$ cat src/rtl/alu_register_pkg.sv
// Shared definitions for the alu_register block: datapath width, register
// count and index width, and the ALU operation codes.
package alu_register_pkg;

  localparam int DATA_W    = 16;
  localparam int NUM_REGS  = 4;
  localparam int REG_IDX_W = $clog2(NUM_REGS);
  localparam int ALU_OP_W  = 4;

  // ALU operation select codes; every other code produces zero.
  localparam logic [ALU_OP_W-1:0] ALU_ADD   = 4'd0;
  localparam logic [ALU_OP_W-1:0] ALU_SUB   = 4'd1;
  localparam logic [ALU_OP_W-1:0] ALU_AND   = 4'd2;
  localparam logic [ALU_OP_W-1:0] ALU_OR    = 4'd3;
  localparam logic [ALU_OP_W-1:0] ALU_NOT   = 4'd4;
  localparam logic [ALU_OP_W-1:0] ALU_TCP   = 4'd5;
  localparam logic [ALU_OP_W-1:0] ALU_SHL   = 4'd6;
  localparam logic [ALU_OP_W-1:0] ALU_SHR   = 4'd7;
  localparam logic [ALU_OP_W-1:0] ALU_PASSA = 4'd8;
  localparam logic [ALU_OP_W-1:0] ALU_PASSB = 4'd9;

  // A register write is architectural only when both the request and the
  // commit strobe are present in the same cycle.
  function automatic logic writeQualified(input logic regWrite,
                                          input logic pvsWriteEn);
    return regWrite & pvsWriteEn;
  endfunction

endpackage

$ cat src/rtl/alu_register_if.sv
// Bundle of the register-file and ALU signals for alu_register.
// The master side (the environment) drives the requests and operands;
// the slave side (the block) returns read data and the ALU result.
interface alu_register_if;
  import alu_register_pkg::*;

  logic                 PVSWriteEn;
  logic                 RegWrite;
  logic [REG_IDX_W-1:0] readReg1;
  logic [REG_IDX_W-1:0] readReg2;
  logic [REG_IDX_W-1:0] writeReg;
  logic [DATA_W-1:0]    writeData;
  logic [DATA_W-1:0]    readData1;
  logic [DATA_W-1:0]    readData2;
  logic [DATA_W-1:0]    A;
  logic [DATA_W-1:0]    B;
  logic [ALU_OP_W-1:0]  ALUOp;
  logic [DATA_W-1:0]    C;

  modport master (
    output PVSWriteEn, RegWrite, readReg1, readReg2, writeReg, writeData,
    output A, B, ALUOp,
    input  readData1, readData2, C
  );

  modport slave (
    input  PVSWriteEn, RegWrite, readReg1, readReg2, writeReg, writeData,
    input  A, B, ALUOp,
    output readData1, readData2, C
  );

endinterface

$ cat src/rtl/alu_register_alu_unit.sv
// Purely combinational ALU used by alu_register. Arithmetic wraps at the
// word width with no carry/overflow; shifts use only the low four bits of B.
module alu_unit
  import alu_register_pkg::*;
#(
  parameter int DATA_W_P = DATA_W
) (
  input  logic [DATA_W_P-1:0] a_i,
  input  logic [DATA_W_P-1:0] b_i,
  input  logic [ALU_OP_W-1:0] op_i,
  output logic [DATA_W_P-1:0] c_o
);

  logic [3:0] shAmt;

  assign shAmt = b_i[3:0];

  // Select the result for the current operation; unused codes give zero.
  always_comb begin
    c_o = '0;
    case (op_i)
      ALU_ADD:   c_o = a_i + b_i;
      ALU_SUB:   c_o = a_i - b_i;
      ALU_AND:   c_o = a_i & b_i;
      ALU_OR:    c_o = a_i | b_i;
      ALU_NOT:   c_o = ~a_i;
      ALU_TCP:   c_o = '0 - a_i;
      ALU_SHL:   c_o = a_i << shAmt;
      ALU_SHR:   c_o = DATA_W_P'($signed(a_i) >>> shAmt);
      ALU_PASSA: c_o = a_i;
      ALU_PASSB: c_o = b_i;
      default:   c_o = '0;
    endcase
  end

endmodule

$ cat src/rtl/alu_register.sv
// Register file with two combinational read ports and one gated write port,
// alongside a combinational ALU (alu_unit).
// Optional build macro REGFILE_BYPASS_EN: when defined, a read of the index
// being written in a committing cycle returns writeData immediately.
module alu_register #(
  parameter int DATA_W_P   = alu_register_pkg::DATA_W,
  parameter int NUM_REGS_P = alu_register_pkg::NUM_REGS
) (
  input  logic          clk,
  input  logic          reset_n,
  alu_register_if.slave bus
);
  import alu_register_pkg::*;

  logic [DATA_W_P-1:0] regs_q [NUM_REGS_P];
  logic [DATA_W_P-1:0] regs_d [NUM_REGS_P];
  logic                wrEn;
  logic [DATA_W_P-1:0] rdData1;
  logic [DATA_W_P-1:0] rdData2;

  assign wrEn = writeQualified(bus.RegWrite, bus.PVSWriteEn);

  // Next register-file contents: only the addressed entry changes, and only
  // on a committed write; r0 is an ordinary register.
  always_comb begin
    regs_d = regs_q;
    if (wrEn) begin
      regs_d[bus.writeReg] = bus.writeData;
    end
  end

  // Register-file storage; reset clears every entry without waiting for clk.
  always_ff @(posedge clk or negedge reset_n) begin
    if (!reset_n) begin
      for (int i = 0; i < NUM_REGS_P; i++) begin
        regs_q[i] <= '0;
      end
    end else begin
      regs_q <= regs_d;
    end
  end

  // Combinational read ports, with optional write-to-read forwarding that is
  // suppressed during reset so reads still show cleared registers.
  always_comb begin
    rdData1 = regs_q[bus.readReg1];
    rdData2 = regs_q[bus.readReg2];
`ifdef REGFILE_BYPASS_EN
    if (wrEn && reset_n && (bus.readReg1 == bus.writeReg)) begin
      rdData1 = bus.writeData;
    end
    if (wrEn && reset_n && (bus.readReg2 == bus.writeReg)) begin
      rdData2 = bus.writeData;
    end
`endif
  end

  assign bus.readData1 = rdData1;
  assign bus.readData2 = rdData2;

  alu_unit #(
    .DATA_W_P (DATA_W_P)
  ) u_alu (
    .a_i  (bus.A),
    .b_i  (bus.B),
    .op_i (bus.ALUOp),
    .c_o  (bus.C)
  );

endmodule

$ cat src/flat_wrapper.sv
// flat-port wrapper written by rule: the top's interface ports become plain ports
module alu_register_flat import alu_register_pkg::*;
#(
  parameter int DATA_W_P   = alu_register_pkg::DATA_W,
  parameter int NUM_REGS_P = alu_register_pkg::NUM_REGS
)
  (clk, reset_n, bus_PVSWriteEn, bus_RegWrite, bus_readReg1, bus_readReg2, bus_writeReg, bus_writeData, bus_A, bus_B, bus_ALUOp, bus_readData1, bus_readData2, bus_C);
  alu_register_if bus_i ();
  input  logic clk;
  input  logic reset_n;
  input wire logic [$bits(bus_i.PVSWriteEn)-1:0] bus_PVSWriteEn;
  input wire logic [$bits(bus_i.RegWrite)-1:0] bus_RegWrite;
  input wire logic [$bits(bus_i.readReg1)-1:0] bus_readReg1;
  input wire logic [$bits(bus_i.readReg2)-1:0] bus_readReg2;
  input wire logic [$bits(bus_i.writeReg)-1:0] bus_writeReg;
  input wire logic [$bits(bus_i.writeData)-1:0] bus_writeData;
  input wire logic [$bits(bus_i.A)-1:0] bus_A;
  input wire logic [$bits(bus_i.B)-1:0] bus_B;
  input wire logic [$bits(bus_i.ALUOp)-1:0] bus_ALUOp;
  output wire logic [$bits(bus_i.readData1)-1:0] bus_readData1;
  output wire logic [$bits(bus_i.readData2)-1:0] bus_readData2;
  output wire logic [$bits(bus_i.C)-1:0] bus_C;
  assign bus_i.PVSWriteEn = bus_PVSWriteEn;
  assign bus_i.RegWrite = bus_RegWrite;
  assign bus_i.readReg1 = bus_readReg1;
  assign bus_i.readReg2 = bus_readReg2;
  assign bus_i.writeReg = bus_writeReg;
  assign bus_i.writeData = bus_writeData;
  assign bus_i.A = bus_A;
  assign bus_i.B = bus_B;
  assign bus_i.ALUOp = bus_ALUOp;
  assign bus_readData1 = bus_i.readData1;
  assign bus_readData2 = bus_i.readData2;
  assign bus_C = bus_i.C;
  alu_register #(.DATA_W_P(DATA_W_P), .NUM_REGS_P(NUM_REGS_P)) u_core (.clk(clk), .reset_n(reset_n), .bus(bus_i));
endmodule
$ cat config.mk
export PLATFORM = sky130hd
export DESIGN_NAME = alu_register_flat
export DESIGN_NICKNAME = d
export VERILOG_FILES = /design/src/rtl/alu_register_pkg.sv /design/src/rtl/alu_register_if.sv /design/src/rtl/alu_register_alu_unit.sv /design/src/rtl/alu_register.sv /design/src/flat_wrapper.sv
export SDC_FILE = /design/constraint.sdc
export NUM_CORES = 1
export LEC_CHECK = 0
export CAP_MARGIN = 20
export CORE_MARGIN = 5
export CORE_UTILIZATION = 50
export CTS_CLUSTER_DIAMETER = 60
export DETAILED_ROUTE_END_ITERATION = 6
export PLACE_DENSITY = 0.78
export SLEW_MARGIN = 20
export SYNTH_ARGS = -nofsm -noshare
export SYNTH_HDL_FRONTEND = slang
export SYNTH_HIERARCHICAL = 1
export SYNTH_SLANG_ARGS = --single-unit
$ cat constraint.sdc
create_clock -name clk -period 5.3 [get_ports clk]
set_input_delay 1.325 -clock clk [delete_from_list [all_inputs] [get_ports clk]]
set_output_delay 1.325 -clock clk [all_outputs]
set_load 0.1 [all_outputs]
==> impl_summary.md <==
Run status
The run finished, with violations left. The checks that failed: negative setup slack.

Synthesis
The cell taking the most area after synthesis is sky130_fd_sc_hd__dfrtp_1. The post-synthesis share of cell area spent on full adders, half adders and majority gates is 0.0481. The synthesized area per cell is 9.79 um2. The number of enable flip-flop cells after synthesis is 0. The number of nets in the synthesized netlist is 784. The proportion of synthesized chip area in sequential cells is 0.233. By count the netlist is led by sky130_fd_sc_hd__mux2_2 (69), sky130_fd_sc_hd__dfrtp_1 (64), sky130_fd_sc_hd__nor2_1 (51), sky130_fd_sc_hd__a21oi_1 (47), sky130_fd_sc_hd__mux4_2 (44).

By area the synthesized netlist is led by sky130_fd_sc_hd__dfrtp_1 (23%), sky130_fd_sc_hd__mux4_2 (14%), sky130_fd_sc_hd__mux2_2 (11%). Of the post-synthesis cell area, the dominant cell type holds 0.233. The synthesized design contains 64 register bits. Of the total synthesized cell area, the portion taken by AND, OR, NAND and NOR gates is 0.139. In this run, distinct cell masters in the synthesized netlist total 72. The fraction of the mapped netlist area in compound gates is 0.159. The post-synth design cell area is 6860 um2.

Yosys printed 6 warnings. The largest family of logic cells by synthesized area is multiplexers. Of all flip-flops after synthesis, the portion carrying an async set or reset was 1.00. Measured against the total synthesized area, the mux share comes to 0.320. The most instantiated flip-flop cell in the synthesis netlist is sky130_fd_sc_hd__dfrtp_1. sky130_fd_sc_hd__mux2_2 is the most common cell in the netlist. The number of standard cells after synthesis is 701.

Of the total synthesized cell area, the portion taken by XOR and XNOR cells is 0.0434.

Timing
The tightest hold path in the finished design has a slack of about 0.53 ns. Setup repair after global routing could not meet its margin everywhere. Timing would allow up to 0.186 GHz. The worst-case clock skew is 0 ns. After layout, the worst setup slack is -0.0844 ns. The summed negative setup slack over all endpoints is -0.251 ns.

The final clock period utilization by the worst path is 1.02. Setup violations remaining at the end of the flow were counted as 5. The number of hold violations in the final report is 0. The slew at the pin closest to its max-slew limit is approximately 0.80 ns. The headroom to the max-slew limit is 0.469.

Counting I/O delays and the setup requirement, the final critical path takes 5.38 ns. The final number of max-transition violations was 0.

Finish
In the final layout, the share of cells above drive strength 1 is 0.503. Relative to the synthesized area, the layout overhead comes to 52.4%. The final cell area excluding filler cells is 10500 um2. The filler cell count is roughly 820. In the final layout, flip-flops and latches occupy between 1500 and 2000 um2.

In the final layout, the registers with the most flip-flops are u_core/regs_q: 64 flops. In the final design database the tool counted 985 nets. The final cell count without fillers is 1083. The register ranked first by flip-flop count is u_core/regs_q.

The area of the multi-input gates is about 5500 um2. The register with the most flip-flops in the layout has 64 of them. The total inserted antenna cells is 0.

Placement
Routability-driven placement finished with a final weighted congestion of 1.10. The HPWL after detailed placement is 21300 um. After detailed placement, the design holds a cell count of 1040. Once placement finished, the instance area stood at 9360 um2.

Timing analysis after detailed placement gives a worst setup slack of -0.701 ns. During placement, the flow inserted port buffers numbering 109.

CTS
The maximum root-to-sink buffer count is 2. The number of H-tree levels is 3. The clock tree root driver cell is sky130_fd_sc_hd__clkbuf_16. The TritonCTS clock tree is yes.

The number of clock buffers added by TritonCTS is 9. The tree built by TritonCTS fans out to 64 sinks. Clock latency on the worst-skew pair, taken at its later pin, is ~0.33 ns. The clock-pin transition on the worst setup and hold timing paths is approximately 0.06 ns.

The number of buffers inserted by hold repair at cts is 0.

Power and ir drop
The largest voltage drop on the vdd net is 0.354 mV. The power density relative to cell area is 311 nW/um2. The analysis attributes to cell leakage a power of 0.00436 uW.

Floorplanning
The vertical die dimension is 127 um. 110 I/O pins were placed. The area inside the core boundary is 13300 um2. The area enclosed by the die boundary is ~16000 um2.

The number of core rows is 42. The floorplan step set the die width to 127 um. The initial core utilization is 0.514.

Global routing
For this run the aggregate overflow at the end of global routing stands at 0. The first global-routing pass estimated 43600 um of wire. For met1 alone, demand over resource in global routing was 0.463.

The via count of the first global-routing pass came to 7288. The overall track demand over capacity in global routing is 0.348. The met3 usage in global routing is 0.0826. The met2 capacity usage during global routing is 0.571. The layer with the highest usage is met2. The number of antenna violations at the first check in global routing is 0. Entering global routing, the biggest net connects 65 pins.

Min path
Counting instances, the worst hold path has a depth of 1. The worst hold path belongs to the class register to register. For hold timing, the worst endpoint is u_core/regs_q[42]. The startpoint of the lowest-slack hold path is u_core/regs_q[42].

Critical path
The worst register-to-register path ends at u_core/regs_q[36]. The worst register-to-register path has a depth of 1. The startpoint kind of the worst setup timing path is a primary input. The worst setup path is captured at an output port.

The slack of the worst reg-to-reg path is 4.47 ns. In this run the worst path has a maximum fanout of 4. At the worst endpoint, the arrival time is 4.06 ns. For the worst setup path, the data required time is 3.97 ns.

The start of the worst register-to-register path is u_core/regs_q[36]. The path type of the worst setup path is primary input to output port.

Routing
Once detail routing completed, the nets flagged for antenna violations numbered 0. Dividing the detail-routed via count by the number of cells gives 6.87. The DRC violation total after the first TritonRoute iteration is 1229. The first detailed-routing pass took 7 iterations. The detailed-route via count is roughly 7400. In the final routed layout, each cell accounts on average for 27.8 um. The sum of routed wire length over all layers is 30100 um.

The remaining routing DRC violations is 0.

Flow run
The number of max-cap violations is 0.
==> critical path: stages <==
cell,delay (ns)
sky130_fd_sc_hd__buf_6,0.10
sky130_fd_sc_hd__nor2_4,0.09
sky130_fd_sc_hd__buf_6,0.16
sky130_fd_sc_hd__nand2_4,0.07
sky130_fd_sc_hd__o41ai_4,0.22
sky130_fd_sc_hd__xor2_1,0.28
sky130_fd_sc_hd__ha_1,0.36
sky130_fd_sc_hd__a21oi_4,0.21
sky130_fd_sc_hd__o211ai_1,0.13
sky130_fd_sc_hd__a21o_1,0.19
sky130_fd_sc_hd__a41oi_2,0.25
sky130_fd_sc_hd__xnor2_2,0.10
sky130_fd_sc_hd__a211o_2,0.39
sky130_fd_sc_hd__buf_12,0.18
==> report_power, final <==
group / switching, uW / internal (uW)
combinational: 1190 / 831
sequential: 93.7 / 598
clock: 226 / 319
total: 1510 / 1750
==> metal layers <==
layer,vias to the layer above,wire [um]
met3,135,3190
li1,3086,-
met5,-,0
met4,0,1270
met1,3643,11500
met2,575,14200
==> cells by family after synthesis <==
| group | Yosys count |
|---|---|
| xor+xnor | 34 |
| buf+inv | 78 |
| mux | 151 |
| compound gates | 171 |
| fa+ha+maj | 27 |
| simple gates | 176 |
| flops | 64 |
==> cell type report <==
cell class / instances / share of cell area
clock buffers: 10 / 0.0219
flip-flops and latches: 64 / 0.153
inverters: 12 / 0.00502
multi-input cells: 559 / 0.530
clock inverters: 6 / 0.00431
repair buffers: 256 / 0.265
well taps: 176 / 0.0211
==> how the worst max path moves through the flow <==
stage | to | slack (ns) | depth (start not counted) | startpoint
3_3_place_gp | bus_C[8] | -0.59 | 15 | bus_ALUOp[0]
4_1_cts | bus_C[12] | -0.05 | 14 | bus_B[4]
2_1_floorplan | bus_C[7] | -0.47 | 13 | bus_B[0]
6_report | bus_C[12] | -0.08 | 14 | bus_B[3]
5_1_grt | bus_C[15] | -0.15 | 14 | bus_ALUOp[0]
3_5_place_dp | bus_C[8] | -0.70 | 16 | bus_ALUOp[0]
==> cells in the final DEF (no fill, tap or decap), types with 9 or more instances in the layout <==
| master | synthesis | routed |
|---|---|---|
| sky130_fd_sc_hd__mux2_2 | 69 | 69 |
| sky130_fd_sc_hd__nor3_1 | 18 | 16 |
| sky130_fd_sc_hd__o21ai_0 | 37 | 20 |
| sky130_fd_sc_hd__a21oi_1 | 47 | 35 |
| sky130_fd_sc_hd__clkdlybuf4s50_1 | 0 | 39 |
| sky130_fd_sc_hd__ha_1 | 20 | 11 |
| sky130_fd_sc_hd__dfrtp_1 | 64 | 64 |
| sky130_fd_sc_hd__buf_4 | 4 | 136 |
| sky130_fd_sc_hd__mux4_2 | 44 | 44 |
| sky130_fd_sc_hd__xnor2_1 | 20 | 14 |
| sky130_fd_sc_hd__inv_1 | 12 | 9 |
| sky130_fd_sc_hd__a31oi_1 | 11 | 9 |
| sky130_fd_sc_hd__nand2_1 | 38 | 30 |
| sky130_fd_sc_hd__buf_12 | 1 | 51 |
| sky130_fd_sc_hd__mux2_4 | 10 | 10 |
| sky130_fd_sc_hd__nor2_1 | 51 | 45 |
| sky130_fd_sc_hd__a211oi_1 | 11 | 9 |
| sky130_fd_sc_hd__mux2i_1 | 28 | 28 |
| sky130_fd_sc_hd__buf_6 | 6 | 16 |
| sky130_fd_sc_hd__clkbuf_16 | 0 | 9 |
==> metrics by stage <==
| stage | total power [uW] | utilization |
|---|---|---|
| 2_1_floorplan | 1830 | - |
| 3_3_place_gp | 2510 | 0.701 |
| 3_5_place_dp | 2560 | 0.701 |
| 4_1_cts | 3150 | 0.742 |
| 5_1_grt | 3350 | 0.784 |
| 6_report | 3260 | 0.784 |
==> repair_timing <==
| action | CTS | global route |
|---|---|---|
| setup endpoints to repair | 14 | 12 |
| hold endpoints to repair | 0 | 0 |
| gates resized for setup | 103 | 102 |
| setup buffers | 15 | 14 |
| pin swaps | 51 | 62 |
Note: power is estimated with default switching activity, not from simulation.
